==> config.mk <==
export PLATFORM = sky130hd
export DESIGN_NAME = i2c_temp_slave
export DESIGN_NICKNAME = d
export VERILOG_FILES = /design/src/rtl/i2c_temp_slave.sv
export SDC_FILE = /design/constraint.sdc
export NUM_CORES = 1
export LEC_CHECK = 0
export CAP_MARGIN = 20
export CORE_UTILIZATION = 49
export CTS_CLUSTER_SIZE = 30
export DETAILED_ROUTE_END_ITERATION = 10
export PLACE_DENSITY = 0.76
export SETUP_SLACK_MARGIN = 0.05
export SYNTH_ARGS = -nofsm -noshare
export SYNTH_HDL_FRONTEND = slang
export SYNTH_SLANG_ARGS = --single-unit
export TNS_END_PERCENT = 50
==> constraint.sdc <==
create_clock -name Clk -period 2.3 [get_ports Clk]
set_clock_uncertainty 0.1 [all_clocks]
set_input_delay 0.23 -clock Clk [delete_from_list [all_inputs] [get_ports Clk]]
set_output_delay 0.23 -clock Clk [all_outputs]
set_load 0.01 [all_outputs]
==> src/rtl/i2c_temp_slave.sv <==
// i2c_temp_slave
//   Behavioural I2C target modelling a temperature sensor. SCL/SDA are
//   sampled on Clk; START / repeated START / STOP are detected in every
//   state. The target decodes address, pointer and data bytes. It drives
//   ACK/NACK and read data through an open-drain enable, and holds a
//   pointer register plus the Config/Tlow/Thigh registers.
//
//   Optional build macro:
//     I2C_SLAVE_SYNC_EN - Scl/Sda_in pass through 2-flop synchronizers
//                         before edge detection (+2 Clk on every latency).
//
//   Ports:
//     Clk      in   system clock, bus lines sampled on rising edge
//     Rst      in   asynchronous active-low reset
//     Scl      in   bus clock from the master
//     Sda_in   in   resolved SDA line value
//     Temp     in   [15:0] live temperature word (pointer 00, read-only)
//     Sda_oe   out  1 = pull SDA low, 0 = release
//     Busy     out  high from address match until STOP
//     Pointer  out  [1:0] pointer register
//     Config   out  [7:0] configuration register (pointer 01)
//     Tlow     out  [15:0] low-limit register (pointer 10)
//     Thigh    out  [15:0] high-limit register (pointer 11)
//     Wr_done  out  one-Clk pulse when a register write commits
module i2c_temp_slave #(
  parameter logic [6:0]  DEV_ADDR  = 7'b1001000,
  parameter logic [15:0] TLOW_RST  = 16'h4B00,
  parameter logic [15:0] THIGH_RST = 16'h5000
) (
  input  logic        Clk,
  input  logic        Rst,
  input  logic        Scl,
  input  logic        Sda_in,
  input  logic [15:0] Temp,
  output logic        Sda_oe,
  output logic        Busy,
  output logic [1:0]  Pointer,
  output logic [7:0]  Config,
  output logic [15:0] Tlow,
  output logic [15:0] Thigh,
  output logic        Wr_done
);

  typedef enum logic [3:0] {
    S_IDLE,
    S_ADDR,
    S_PTR,
    S_WR_MSB,
    S_WR_LSB,
    S_ACK,
    S_RD_MSB,
    S_RD_LSB,
    S_WAIT_STOP
  } state_t;

  logic        w_scl;
  logic        w_sda;

`ifdef I2C_SLAVE_SYNC_EN
  logic [1:0] r_scl_sync;
  logic [1:0] r_sda_sync;

  always_ff @(posedge Clk or negedge Rst) begin
    if (!Rst) begin
      r_scl_sync <= '1;
      r_sda_sync <= '1;
    end else begin
      r_scl_sync <= {r_scl_sync[0], Scl};
      r_sda_sync <= {r_sda_sync[0], Sda_in};
    end
  end

  assign w_scl = r_scl_sync[1];
  assign w_sda = r_sda_sync[1];
`else
  assign w_scl = Scl;
  assign w_sda = Sda_in;
`endif

  logic        r_scl_q;
  logic        r_sda_q;
  state_t      r_state;
  state_t      r_ack_next;
  logic [3:0]  r_cnt;
  logic [7:0]  r_shift;
  logic [7:0]  r_shadow;
  logic [15:0] r_rd_word;

  logic        w_start;
  logic        w_stop;
  logic        w_rise;
  logic        w_fall;
  logic [15:0] w_sel_word;
  logic [7:0]  w_rd_byte;
  logic [2:0]  w_rd_idx;
  logic        w_rd_bit;

  // SDA must move while SCL is high in both samples; an SDA change that
  // coincides with an SCL rise is treated as data.
  assign w_start = r_scl_q & w_scl & r_sda_q & ~w_sda;
  assign w_stop  = r_scl_q & w_scl & ~r_sda_q & w_sda;
  assign w_rise  = ~r_scl_q & w_scl;
  assign w_fall  = r_scl_q & ~w_scl;

  always_comb begin
    w_sel_word = Temp;
    case (Pointer)
      2'b00:   w_sel_word = Temp;
      2'b01:   w_sel_word = {Config, 8'h00};
      2'b10:   w_sel_word = Tlow;
      default: w_sel_word = Thigh;
    endcase
  end

  assign w_rd_byte = (r_state == S_RD_LSB) ? r_rd_word[7:0] : r_rd_word[15:8];
  assign w_rd_idx  = 3'd7 - r_cnt[2:0];
  assign w_rd_bit  = w_rd_byte[w_rd_idx];

  always_ff @(posedge Clk or negedge Rst) begin
    if (!Rst) begin
      r_scl_q <= 1'b1;
      r_sda_q <= 1'b1;
    end else begin
      r_scl_q <= w_scl;
      r_sda_q <= w_sda;
    end
  end

  always_ff @(posedge Clk or negedge Rst) begin
    if (!Rst) begin
      r_state    <= S_IDLE;
      r_ack_next <= S_IDLE;
      r_cnt      <= '0;
      r_shift    <= '0;
      r_shadow   <= '0;
      r_rd_word  <= '0;
      Sda_oe     <= 1'b0;
      Busy       <= 1'b0;
      Pointer    <= '0;
      Config     <= '0;
      Tlow       <= TLOW_RST;
      Thigh      <= THIGH_RST;
      Wr_done    <= 1'b0;
    end else begin
      Wr_done <= 1'b0;
      if (w_start) begin
        r_state <= S_ADDR;
        r_cnt   <= '0;
        Sda_oe  <= 1'b0;
      end else if (w_stop) begin
        r_state <= S_IDLE;
        r_cnt   <= '0;
        Sda_oe  <= 1'b0;
        Busy    <= 1'b0;
      end else begin
        case (r_state)
          S_IDLE: begin
            Sda_oe <= 1'b0;
          end

          // Receive path: shift on rises; the ACK decision is taken on
          // the fall that follows the 8th rise, using the complete byte.
          S_ADDR, S_PTR, S_WR_MSB, S_WR_LSB: begin
            if (w_rise && (r_cnt != 4'd8)) begin
              r_shift <= {r_shift[6:0], w_sda};
              r_cnt   <= r_cnt + 4'd1;
            end else if (w_fall && (r_cnt == 4'd8)) begin
              r_cnt <= '0;
              case (r_state)
                S_ADDR: begin
                  if (r_shift[7:1] == DEV_ADDR) begin
                    Sda_oe  <= 1'b1;
                    Busy    <= 1'b1;
                    r_state <= S_ACK;
                    if (r_shift[0]) begin
                      r_ack_next <= S_RD_MSB;
                      r_rd_word  <= w_sel_word;
                    end else begin
                      r_ack_next <= S_PTR;
                    end
                  end else begin
                    Busy    <= 1'b0;
                    r_state <= S_WAIT_STOP;
                  end
                end
                S_PTR: begin
                  if (r_shift[7:2] == 6'd0) begin
                    Sda_oe     <= 1'b1;
                    Pointer    <= r_shift[1:0];
                    r_state    <= S_ACK;
                    r_ack_next <= S_WR_MSB;
                  end else begin
                    r_state <= S_WAIT_STOP;
                  end
                end
                S_WR_MSB: begin
                  case (Pointer)
                    2'b00: begin
                      r_state <= S_WAIT_STOP;
                    end
                    2'b01: begin
                      Sda_oe     <= 1'b1;
                      Config     <= r_shift;
                      Wr_done    <= 1'b1;
                      r_state    <= S_ACK;
                      r_ack_next <= S_WAIT_STOP;
                    end
                    default: begin
                      Sda_oe     <= 1'b1;
                      r_shadow   <= r_shift;
                      r_state    <= S_ACK;
                      r_ack_next <= S_WR_LSB;
                    end
                  endcase
                end
                S_WR_LSB: begin
                  if (Pointer[1]) begin
                    if (Pointer[0]) Thigh <= {r_shadow, r_shift};
                    else            Tlow  <= {r_shadow, r_shift};
                    Sda_oe     <= 1'b1;
                    Wr_done    <= 1'b1;
                    r_state    <= S_ACK;
                    r_ack_next <= S_WAIT_STOP;
                  end else begin
                    r_state <= S_WAIT_STOP;
                  end
                end
                default: begin
                  r_state <= S_WAIT_STOP;
                end
              endcase
            end
          end

          // The fall that ends a read-address ACK also drives the first
          // data bit, so the read states see it already on the line.
          S_ACK: begin
            if (w_fall) begin
              r_state <= r_ack_next;
              r_cnt   <= '0;
              Sda_oe  <= (r_ack_next == S_RD_MSB) ? ~r_rd_word[15] : 1'b0;
            end
          end

          S_RD_MSB, S_RD_LSB: begin
            if (w_fall) begin
              Sda_oe <= (r_cnt < 4'd8) ? ~w_rd_bit : 1'b0;
            end else if (w_rise) begin
              if (r_cnt == 4'd8) begin
                r_cnt <= '0;
                if (!w_sda) begin
                  r_state <= (r_state == S_RD_MSB) ? S_RD_LSB : S_RD_MSB;
                end else begin
                  Sda_oe  <= 1'b0;
                  r_state <= S_WAIT_STOP;
                end
              end else begin
                r_cnt <= r_cnt + 4'd1;
              end
            end
          end

          S_WAIT_STOP: begin
            Sda_oe <= 1'b0;
          end

          default: begin
            r_state <= S_IDLE;
            Sda_oe  <= 1'b0;
          end
        endcase
      end
    end
  end

endmodule

==> flow_metrics.tcl <==
set metrics [dict create \
    grt_max_degree 48 \
    cts_tree "yes" \
    start_util_pct 51.4 \
    p_leak_nw 2.71 \
    vdd_ir_drop_max_v 0.000336 \
    setup_tns_ps 0 \
    die_w_um 98.5 \
    synth_compound_area_share_pct 6.90 \
    maxCapViolations 0 \
    drc 0 \
    crit_path_start_kind "flip-flop" \
    grtUsageTotal_pct 25.5 \
    cts.sink_count 91 \
    design_area_um2 6010 \
    antenna_left 0 \
    max_freq_ghz 0.436 \
    place_area_um2 5690 \
    worst_hold_slack_ps 307 \
    power.total_mw 3.95 \
    cts-root-buf "clkbuf_8" \
    maxSlewViolCount 0 \
    drive_gt1_share_pct 37.6 \
    syn_area_per_cell_um2 12.1 \
    synth-main-ff-cell "dfrtp_1" \
    hp-class "in2async" \
    synth_top_family_by_area "multiplexers" \
    final_cell_mix "dfrtp_1, mux2_2, clkdlybuf4s50_1" \
    status "finished clean" \
    antenna_found_initial 0 \
    yosys.area_share.adder_pct 1.10 \
    fp-row-count 34 \
    yosys.area_share.simple_pct 12.2 \
    regToRegSetupSlack_ps 6 \
    final_nets 516 \
    relSlewSlack_pct 59.3 \
    synth_edf_count 0 \
    period_share_pct 99.7 \
    yosys.cell_types.count 46 \
    via_per_inst 5.73 \
    startpoint "r_shift[6]$_DFFE_PN0P_" \
    coreArea_um2 8890 \
    clock_latency_ps 370 \
    worstSetupPathType "reg2reg" \
    cp.required_ps 2440 \
    syn_area_um2 4570 \
    ys_seq_elements 91 \
    r2r-end "r_rd_word[12]$_DFFE_PN0P_" \
    rsz0062_at_grt "true" \
    grt_pass1_wl_um 18700 \
    io_pins 65 \
    drt_first_pass_iters 5 \
    max_slew.worst_pin.slew_ps 610 \
    crit_fanout 24 \
    grt_overflow 0 \
    dieArea_um2 9710 \
    setup_viol_count_final 0 \
    reg2reg_from "r_shift[6]$_DFFE_PN0P_" \
    gp_congestion 0.925 \
    antenna_cells 0 \
    clk_pin_slew_ps 100 \
    cellPowerDensity_nw_per_um2 658 \
    final-seq-area_um2 2290 \
    fillCellCount 663 \
    r2r_cells 8 \
    synth.mux.area_fraction_pct 26.4 \
    wl_per_cell_um 19.4 \
    syn_to_final_growth_pct 31.6 \
    endpoint_kind "flip-flop" \
    syn_nets 402 \
    hpwl_um 8460 \
    grt_pass1_vias 3547 \
    multi_input_area_um2 2200 \
    cts.path.max_buffers 2 \
    htree_levels 3 \
    finalHoldViolCount 0 \
    ys_seq_area_share_pct 50.1 \
    yosysWarnings 0 \
    synthCells 378 \
    layout_min_cycle_time_ps 2290 \
    vias 3468 \
    routed_wl_um 11700 \
    dieHeight_um 98.5 \
    cts_made_buffers 9 \
    first_iter_violations 201 \
    stdcell_count 605 \
    dpl.cell_count 584 \
    arrival_ps 2430 \
    synth-async-reset-ratio_pct 100 \
    final_common_cell "dfrtp_1" \
    synth-xor-area-share_pct 0.192 \
    io_buffers 64 \
]
-- state kept, by name, indices dropped and copies added, names as in the netlist, 2 cells and up --
signal / count
Thigh: 16
r_shadow: 8
r_shift: 8
r_rd_word: 16
r_ack_next: 4
r_state: 4
Tlow: 16
Config: 8
Pointer: 2
r_cnt: 4
-- through the flow --
| stage | utilization [%] | setup slack [ps] |
|---|---|---|
| 4_1_cts | 66.8 | 29.6 |
| 5_1_grt | 67.6 | -63.0 |
| 6_report | 67.6 | 5.84 |
| 3_3_place_gp | 64.0 | -60.5 |
| 3_5_place_dp | 64.0 | -91.0 |
| 2_1_floorplan | - | 40.0 |
-- layer usage --
layer / wire length (um) / GRT usage [%] / vias up
li1: - / - / 1604
met1: 4910 / 32.5 / 1719
met2: 5960 / 42.9 / 123
met3: 556 / 3.76 / 22
met4: 307 / 12.3 / 0
met5: 0 / 0 / -
-- worst max path at each step --
stage	depth (start not counted)	slack [ps]	end
finish	8	6	r_rd_word[12]$_DFFE_PN0P_
global route	7	-60	r_ack_next[1]$_DFFE_PN0P_
CTS	8	30	Sda_oe$_DFFE_PN0P_
detailed placement	7	-90	r_rd_word[12]$_DFFE_PN0P_
global placement	7	-60	r_rd_word[10]$_DFFE_PN0P_
floorplan	7	40	Tlow[10]$_DFFE_PN0P_
-- Yosys cell counts, types with 3 or more instances --
master	number	share of area (%)
nand3_1	6	0.66
nand3b_1	3	0.49
inv_1	8	0.66
a31oi_1	4	0.55
nor3_1	9	0.99
mux2i_1	10	2.2
dfrtp_1	83	45
nor2b_1	5	0.68
a21oi_1	20	2.2
buf_1	5	0.41
nor2_1	23	1.9
clkbuf_1	9	0.74
nand4_1	4	0.55
mux4_2	12	5.9
and2_1	5	0.68
ha_1	4	1.1
nand2b_1	6	0.82
buf_6	4	0.99
nand2_1	28	2.3
dfstp_2	8	4.6
mux2_2	74	18
o21ai_0	15	1.6
-- logic make-up after synthesis --
logic type,after synthesis
AOI/OAI and AO/OA,54
xor gates and xnor gates,1
adders and majority gates,4
buffers and inverters,29
DFF,91
muxes,96
and+or+nand+nor,103
-- power by group --
group	internal [mW]	switching (mW)	total, mW
logic	0.504	0.497	1.00
registers	1.67	0.105	1.78
clock network	0.532	0.639	1.17
total	2.71	1.24	3.95
-- critical path: stages, from the launching register on --
cell      delay [ps]
dfrtp_1          410
nor4_1           320
buf_4            180
nand4b_1         140
buf_4            200
nor4_4           210
nand2_2          110
buf_12           180
mux2_2           310
-- repair_timing --
| action | CTS | global route |
|---|---|---|
| buffers inserted | 0 | 4 |
| setup endpoints to repair | 14 | 44 |
| gates resized for setup | 5 | 11 |
| hold buffers | 1 | 0 |
| hold endpoints to repair | 38 | 0 |
| gates cloned | 0 | 0 |
| pin swaps | 1 | 5 |
-- final cells by class --
cell class	instances	share of cell area [%]
multi-input combinational	258	36.6
timing repair buffer	124	19.0
inverter	8	0.500
clock buffer	9	2.06
clock inverter	7	1.56
tap	108	2.25
sequential	91	38.1
Power figures use the tool's default switching activity.
